### config.mk
export PLATFORM = sky130hd
export DESIGN_NAME = prime_query_arbiter
export DESIGN_NICKNAME = d
export VERILOG_FILES = /design/src/rtl/prime_pkg.sv /design/src/rtl/prime_query_arbiter_rr_arbiter.sv /design/src/rtl/prime_query_arbiter.sv
export SDC_FILE = /design/constraint.sdc
export NUM_CORES = 1
export LEC_CHECK = 0
export CAP_MARGIN = 20
export CORE_ASPECT_RATIO = 0.8
export CORE_MARGIN = 1
export CORE_UTILIZATION = 45
export CTS_CLUSTER_DIAMETER = 150
export DETAILED_ROUTE_END_ITERATION = 16
export GPL_TIMING_DRIVEN = 0
export PLACE_DENSITY = 0.92
export SLEW_MARGIN = 0
export SYNTH_ARGS = -nofsm -noshare
export SYNTH_HDL_FRONTEND = slang
export SYNTH_HIERARCHICAL = 1
export SYNTH_SLANG_ARGS = --single-unit
export TNS_END_PERCENT = 20
### constraint.sdc
create_clock -name clk -period 4.3 [get_ports clk]
set_input_delay 0.645 -clock clk [delete_from_list [all_inputs] [get_ports clk]]
set_output_delay 0.645 -clock clk [all_outputs]
set_load 0.02 [all_outputs]
### src/rtl/prime_pkg.sv
// Shared types and limits for the prime-query arbiter and its round-robin sub-block.
package prime_pkg;

  localparam int DATA_W     = 14;
  localparam int MIN_INTAKE = 3;
  localparam int MAX_INTAKE = 9972;
  localparam int ID_MAX_W   = 3;

  localparam logic [DATA_W-1:0] MIN_V = MIN_INTAKE[DATA_W-1:0];
  localparam logic [DATA_W-1:0] MAX_V = MAX_INTAKE[DATA_W-1:0];

  typedef enum logic [2:0] {
    IDLE,
    CHECK,
    ISSUE,
    WAIT_LOW,
    WAIT,
    RESP
  } state_t;

  typedef struct packed {
    logic [ID_MAX_W-1:0] id;
    logic [DATA_W-1:0]   up;
    logic [DATA_W-1:0]   low;
    logic                err;
  } resp_t;

  function automatic logic in_range(input logic [DATA_W-1:0] v);
    return (v >= MIN_V) && (v <= MAX_V);
  endfunction

endpackage

### src/rtl/prime_query_arbiter_rr_arbiter.sv
// rr_arbiter: round-robin grant, first set request at or after the pointer, wrapping.
module rr_arbiter #(
  parameter int N_REQ = 4,
  parameter int IDX_W = $clog2(N_REQ)
) (
  input  logic             clk,
  input  logic             reset,
  input  logic [N_REQ-1:0] req,
  input  logic             adv,
  output logic [N_REQ-1:0] grant,
  output logic [IDX_W-1:0] idx,
  output logic             any
);

  logic [IDX_W-1:0]   ptr;
  logic [2*N_REQ-1:0] dbl;
  logic [N_REQ-1:0]   rot;
  logic [IDX_W-1:0]   off;
  logic [IDX_W:0]     sum;

  // Rotate so bit 0 is the pointer position; the lowest set bit is the winner.
  always_comb begin
    dbl = {req, req} >> ptr;
    rot = dbl[N_REQ-1:0];
    any = |rot;
    off = '0;
    for (int i = N_REQ - 1; i >= 0; i--) begin
      if (rot[i]) off = IDX_W'(i);
    end
    sum = {1'b0, ptr} + {1'b0, off};
    if (sum >= (IDX_W+1)'(N_REQ)) idx = IDX_W'(sum - (IDX_W+1)'(N_REQ));
    else                          idx = sum[IDX_W-1:0];
    grant = any ? (N_REQ'(1) << idx) : '0;
  end

  always_ff @(posedge clk or negedge reset) begin
    if (!reset) begin
      ptr <= '0;
    end else if (adv && any) begin
      ptr <= (idx == IDX_W'(N_REQ - 1)) ? '0 : idx + IDX_W'(1);
    end
  end

endmodule

### src/rtl/prime_query_arbiter.sv
// prime_query_arbiter: shares one prime-search engine among N_REQ requesters with timeout.
// Optional one-entry result cache is enabled by defining PRIME_QUERY_CACHE_EN.
module prime_query_arbiter
  import prime_pkg::*;
#(
  parameter int N_REQ       = 4,
  parameter int TIMEOUT_CYC = 4095
) (
  input  logic                     clk,
  input  logic                     reset,
  input  logic [N_REQ-1:0]         req,
  input  logic [N_REQ*DATA_W-1:0]  req_intake,
  output logic [N_REQ-1:0]         ack,
  output logic                     resp_valid,
  output logic [$clog2(N_REQ)-1:0] resp_id,
  output logic [DATA_W-1:0]        resp_up,
  output logic [DATA_W-1:0]        resp_low,
  output logic                     resp_err,
  output logic                     eng_give_valid,
  output logic [DATA_W-1:0]        eng_intake,
  input  logic [DATA_W-1:0]        eng_up,
  input  logic [DATA_W-1:0]        eng_low,
  input  logic                     eng_out_valid,
  output logic                     eng_restart,
  output logic                     busy
);

  localparam int ID_W  = $clog2(N_REQ);
  localparam int CNT_W = $clog2(TIMEOUT_CYC + 1);
  localparam logic [CNT_W-1:0] TMO = TIMEOUT_CYC[CNT_W-1:0];

  state_t            state_q, state_d;
  resp_t             resp_q, resp_d;
  logic [DATA_W-1:0] intake_q, intake_d;
  logic [CNT_W-1:0]  cnt_q, cnt_d, cnt_inc;
  logic              tmo_q, tmo_d;
  logic              tmo_hit, done_hit;

  logic [N_REQ-1:0]  grant;
  logic [ID_W-1:0]   grant_idx;
  logic              grant_any;
  logic [DATA_W-1:0] intake_arr [N_REQ];

  logic              cache_hit;
  logic [DATA_W-1:0] cache_up_v, cache_low_v;

  for (genvar g = 0; g < N_REQ; g++) begin : g_slice
    assign intake_arr[g] = req_intake[g*DATA_W +: DATA_W];
  end

  rr_arbiter #(
    .N_REQ (N_REQ),
    .IDX_W (ID_W)
  ) u_rr (
    .clk   (clk),
    .reset (reset),
    .req   (req),
    .adv   (state_q == IDLE),
    .grant (grant),
    .idx   (grant_idx),
    .any   (grant_any)
  );

  assign cnt_inc  = (cnt_q == TMO) ? cnt_q : cnt_q + CNT_W'(1);
  assign tmo_hit  = (cnt_inc == TMO);
  assign done_hit = (state_q == WAIT) && eng_out_valid;

`ifdef PRIME_QUERY_CACHE_EN
  logic              cache_vld;
  logic [DATA_W-1:0] cache_intake, cache_up, cache_low;

  always_ff @(posedge clk or negedge reset) begin
    if (!reset) begin
      cache_vld <= 1'b0;
    end else if (done_hit) begin
      cache_vld <= 1'b1;
    end else if (tmo_d) begin
      cache_vld <= 1'b0;
    end
  end

  always_ff @(posedge clk) begin
    if (done_hit) begin
      cache_intake <= intake_q;
      cache_up     <= eng_up;
      cache_low    <= eng_low;
    end
  end

  assign cache_hit   = cache_vld && (intake_q == cache_intake);
  assign cache_up_v  = cache_up;
  assign cache_low_v = cache_low;
`else
  assign cache_hit   = 1'b0;
  assign cache_up_v  = '0;
  assign cache_low_v = '0;
`endif

  always_comb begin
    state_d  = state_q;
    resp_d   = resp_q;
    intake_d = intake_q;
    cnt_d    = cnt_q;
    tmo_d    = 1'b0;
    case (state_q)
      IDLE: begin
        if (grant_any) begin
          state_d   = CHECK;
          intake_d  = intake_arr[grant_idx];
          resp_d.id = ID_MAX_W'(grant_idx);
        end
      end
      CHECK: begin
        resp_d.up  = '0;
        resp_d.low = '0;
        resp_d.err = 1'b0;
        if (!in_range(intake_q)) begin
          state_d    = RESP;
          resp_d.err = 1'b1;
        end else if (cache_hit) begin
          state_d    = RESP;
          resp_d.up  = cache_up_v;
          resp_d.low = cache_low_v;
        end else begin
          state_d = ISSUE;
        end
      end
      ISSUE: begin
        cnt_d   = '0;
        state_d = WAIT_LOW;
      end
      // A done level still high from the previous query must drop before we listen.
      WAIT_LOW: begin
        cnt_d = cnt_inc;
        if (tmo_hit) begin
          state_d    = RESP;
          resp_d.err = 1'b1;
          tmo_d      = 1'b1;
        end else if (!eng_out_valid) begin
          state_d = WAIT;
        end
      end
      WAIT: begin
        cnt_d = cnt_inc;
        if (eng_out_valid) begin
          state_d    = RESP;
          resp_d.up  = eng_up;
          resp_d.low = eng_low;
        end else if (tmo_hit) begin
          state_d    = RESP;
          resp_d.err = 1'b1;
          tmo_d      = 1'b1;
        end
      end
      RESP:    state_d = IDLE;
      default: state_d = IDLE;
    endcase
  end

  always_ff @(posedge clk or negedge reset) begin
    if (!reset) begin
      state_q  <= IDLE;
      intake_q <= '0;
      cnt_q    <= '0;
      tmo_q    <= 1'b0;
    end else begin
      state_q  <= state_d;
      intake_q <= intake_d;
      cnt_q    <= cnt_d;
      tmo_q    <= tmo_d;
    end
  end

  always_ff @(posedge clk) begin
    resp_q <= resp_d;
  end

  // Response bus is forced to zero outside the RESP cycle.
  assign ack            = ((state_q == IDLE) && reset) ? grant : '0;
  assign resp_valid     = (state_q == RESP);
  assign resp_id        = resp_valid ? resp_q.id[ID_W-1:0] : '0;
  assign resp_up        = resp_valid ? resp_q.up : '0;
  assign resp_low       = resp_valid ? resp_q.low : '0;
  assign resp_err       = resp_valid & resp_q.err;
  assign eng_give_valid = (state_q == ISSUE);
  assign eng_intake     = intake_q;
  assign eng_restart    = tmo_q;
  assign busy           = (state_q != IDLE);

endmodule

==> results.md <==
- Final hold vios: 0
- P per Cell Area: between 600 and 700 nW/um^2
- Post-layout util: 0.692
- DR vias: between 3000 and 4000
- Cell variety after synth: between 60 and 70
- # Max-Cap Violations: 0
- Crit-path max FO: 8
- Synthesized area: 3810 sq um
- Placed cell area: 5370 sq um
- First-pass GRT wire length: 16800 microns
- Synth area leader: edfxtp_1
- Routed wl met2: around 5300 microns
- Met1 Wirelength: 3990 microns
- Commonest non-fill, non-tap cells in the layout: clkdlybuf4s50_1, and2_1, dfrtp_1, edfxtp_1, nand2_1
- Die Y: 84.3 microns
- Final Max Tran Viols: 0
- Synth Flop Type: dfrtp_1
- Seq/Total Area, Yosys: 0.454
- Total GRT Usage: 0.245
- Req. time, crit path: ~3700 ps
- Flop pwr share: 0.300
- RSZ-0062 raised after global routing: false
- First drt pass iteration count: 5
- DRC: 0
- Worst min path class: input pin to async pin
- Cells after synthesis: 350
- Area contributors post-synth: edfxtp_1, dfrtp_1, and2_1
- Post-route clock period utilization: 0.941
- Routability-driven placement congestion ratio: between 0.9 and 1
- Slew headroom: 0.480
- Area Growth Syn to Fin: 46.4%
- Finished Cell Area: 5580 sq um
- Tmin final: about 4000 ps
- Gr ovfl total: 0
- WS Path Type: input pin to primary output
- Commonest non-fill, non-tap cell in the layout: clkdlybuf4s50_1
- Fin nets: 598
- Switch Pwr: around 1.3 mW
- Largest net degree at the start of global routing: 37
- Outcome: complete, no violations
- VDD IR-drop max: just over 0.5 mV
- P_leak: around 2.1 nW
- Clock latency on the worst-skew pair: between 300 and 400 ps
- Vias in the first global route: roughly 3400
- Yosys top cell area share: 0.244
- Pre-CTS setup slack: -111 ps
- Ys Warns: 6
- Core area: between 8000 and 9000 sq um
- CP startpoint kind: input pin
- Post-Route WL: 10300 microns
- Top Ports: between 100 and 150
- Clk_skew: between 7 and 8 ps
- CTS tree: built
- Port bufs: around 140
- Max Buffers Root-to-Sink: 2
- Syn avg cell area: 10.9 sq um
- WL met3: around 760 microns
- Clock Sinks: 63
- Clock-pin slew on the worst setup and hold paths: around 60 ps
- Vias/cell: approximately 5.5
- Gate power share: 0.560
- Fmax: 247 MHz
- Setup TNS: 0 ps
- Initial Utilization: 0.473
- Worst EP arrival: 3400 ps
- Switching fraction of total power: 0.384
- Clock Power Share: 0.141
- Overall power: approximately 3.5 mW
- FP Rows: 29
- Inserted Clock Buffers: 9
- Antenna cells: 0
- Initial drt markers: 169
- Layout cells sized above 1: 0.151
- Setup violations, final: 0
- Post-synth EDFFs: 31
- Flop and latch count out of synthesis: 63
- Wire per inst: ~17 microns
- Uppermost routed layer: met4
- Die area: between 8000 and 9000 sq um
- Initial antenna violation count: 0
- ANT nets after route: 0
- DPL Wire Length: roughly 8000 microns
- Syn_nets: ~440
- Clock root buffer: clkbuf_8
- Worst-margin pin slew: between 700 and 800 ps
- Cell internal pwr: 2.16 mW
- Die W: about 100 microns
- Setup WS post-layout: 253 ps
- H-tree depth: 3
- CP endpoint kind: primary output
- Async SR Flop Fraction: 0.508
[through the flow]
step	cells	hold WS, ps
finish	618	382
global placement	599	532
floorplan	350	349
detailed placement	600	549
global route	618	440
CTS	618	399
[cells by family (layout without fill, tap and decap cells)]
group | after synthesis | count (layout) | share of synthesized area
mux | 33 | 33 | 0.139
flops | 63 | 63 | 0.454
simple gates | 160 | 160 | 0.235
fa+ha+maj | 2 | 2 | 0.00656
xor+xnor | 5 | 5 | 0.0135
buf+inv | 29 | 189 | 0.0391
compound gates | 58 | 58 | 0.113
[state kept, by name, indices dropped and copies added, names as in the netlist]
signal       flops
cnt_q           12
eng_intake      14
eng_restart      1
u_rr/ptr         2
resp_q          31
state_q          3
[final timing paths]
path,cells after the start,end,startpoint,slack [ps]
max in group asynchronous,1,eng_intake[12],reset,3420
min in group clk,1,cnt_q[6],cnt_q[6],560
worst max-delay path,12,ack[1],req[3],250
worst min register to register,1,cnt_q[6],cnt_q[6],560
worst max register to register,13,eng_intake[3],u_rr/ptr[0],740
worst min-delay path,1,cnt_q[6],reset,380
[area by class of cell]
cell class,instances,area [sq um]
buffer,24,130
multi-input combinational,258,1930
clock inverter,6,61.3
clock buffer,10,128
sequential,63,1730
fill,561,2480
tap,108,135
timing repair buffer,144,1440
inverter,5,18.8
[Yosys cell counts, drive strengths merged, types with 2 or more instances]
library cell / n
mux2: 16
ha: 2
and3: 6
mux4: 14
a211o: 2
inv: 5
or4: 2
a31o: 2
and2: 60
nand3: 10
nor3: 8
clkbuf: 11
a31oi: 2
a21oi: 9
nor3b: 7
mux2i: 3
buf: 13
o22ai: 2
nand4: 2
nand2b: 5
nand2: 29
or2: 3
dfrtp: 32
a22oi: 2
nor2: 17
nor2b: 4
edfxtp: 31
o21bai: 2
nor4: 5
o211ai: 3
o221ai: 2
a211oi: 2
xnor2: 4
o21ai: 16
[power by group through the flow]
stage / Combinational (mW) / Clock, mW / Sequential (mW)
floorplan: 1.22 / 0 / 1.11
global route: 2.10 / 0.524 / 1.08
detailed placement: 1.91 / 0 / 1.06
CTS: 1.96 / 0.502 / 1.05
global placement: 1.82 / 0 / 1.06
finish: 1.97 / 0.494 / 1.05
[metal layers]
layer | GRT usage | vias to the layer above
met3 | 0.0683 | 31
li1 | - | 1596
met2 | 0.429 | 190
met1 | 0.277 | 1601
met5 | 0 | -
met4 | 0.125 | 0
[worst max-delay path: stages]
cell,delay (ps)
clkdlybuf4s50_1,540
nand2b_1,130
o221ai_1,120
nand2_1,80
o221ai_1,100
ha_1,250
xnor2_1,300
xnor2_2,160
buf_4,170
nor2_1,120
and3_1,170
clkdlybuf4s50_1,610
[what timing repair did]
item / CTS / global route
hold endpoints to repair: 0 / 0
resized for setup: 0 / 1
setup endpoints to repair: 2 / 4
setup buffers: 2 / 0
hold buffers: 0 / 0
pin swaps: 1 / 0
Power figures use the tool's default switching activity.
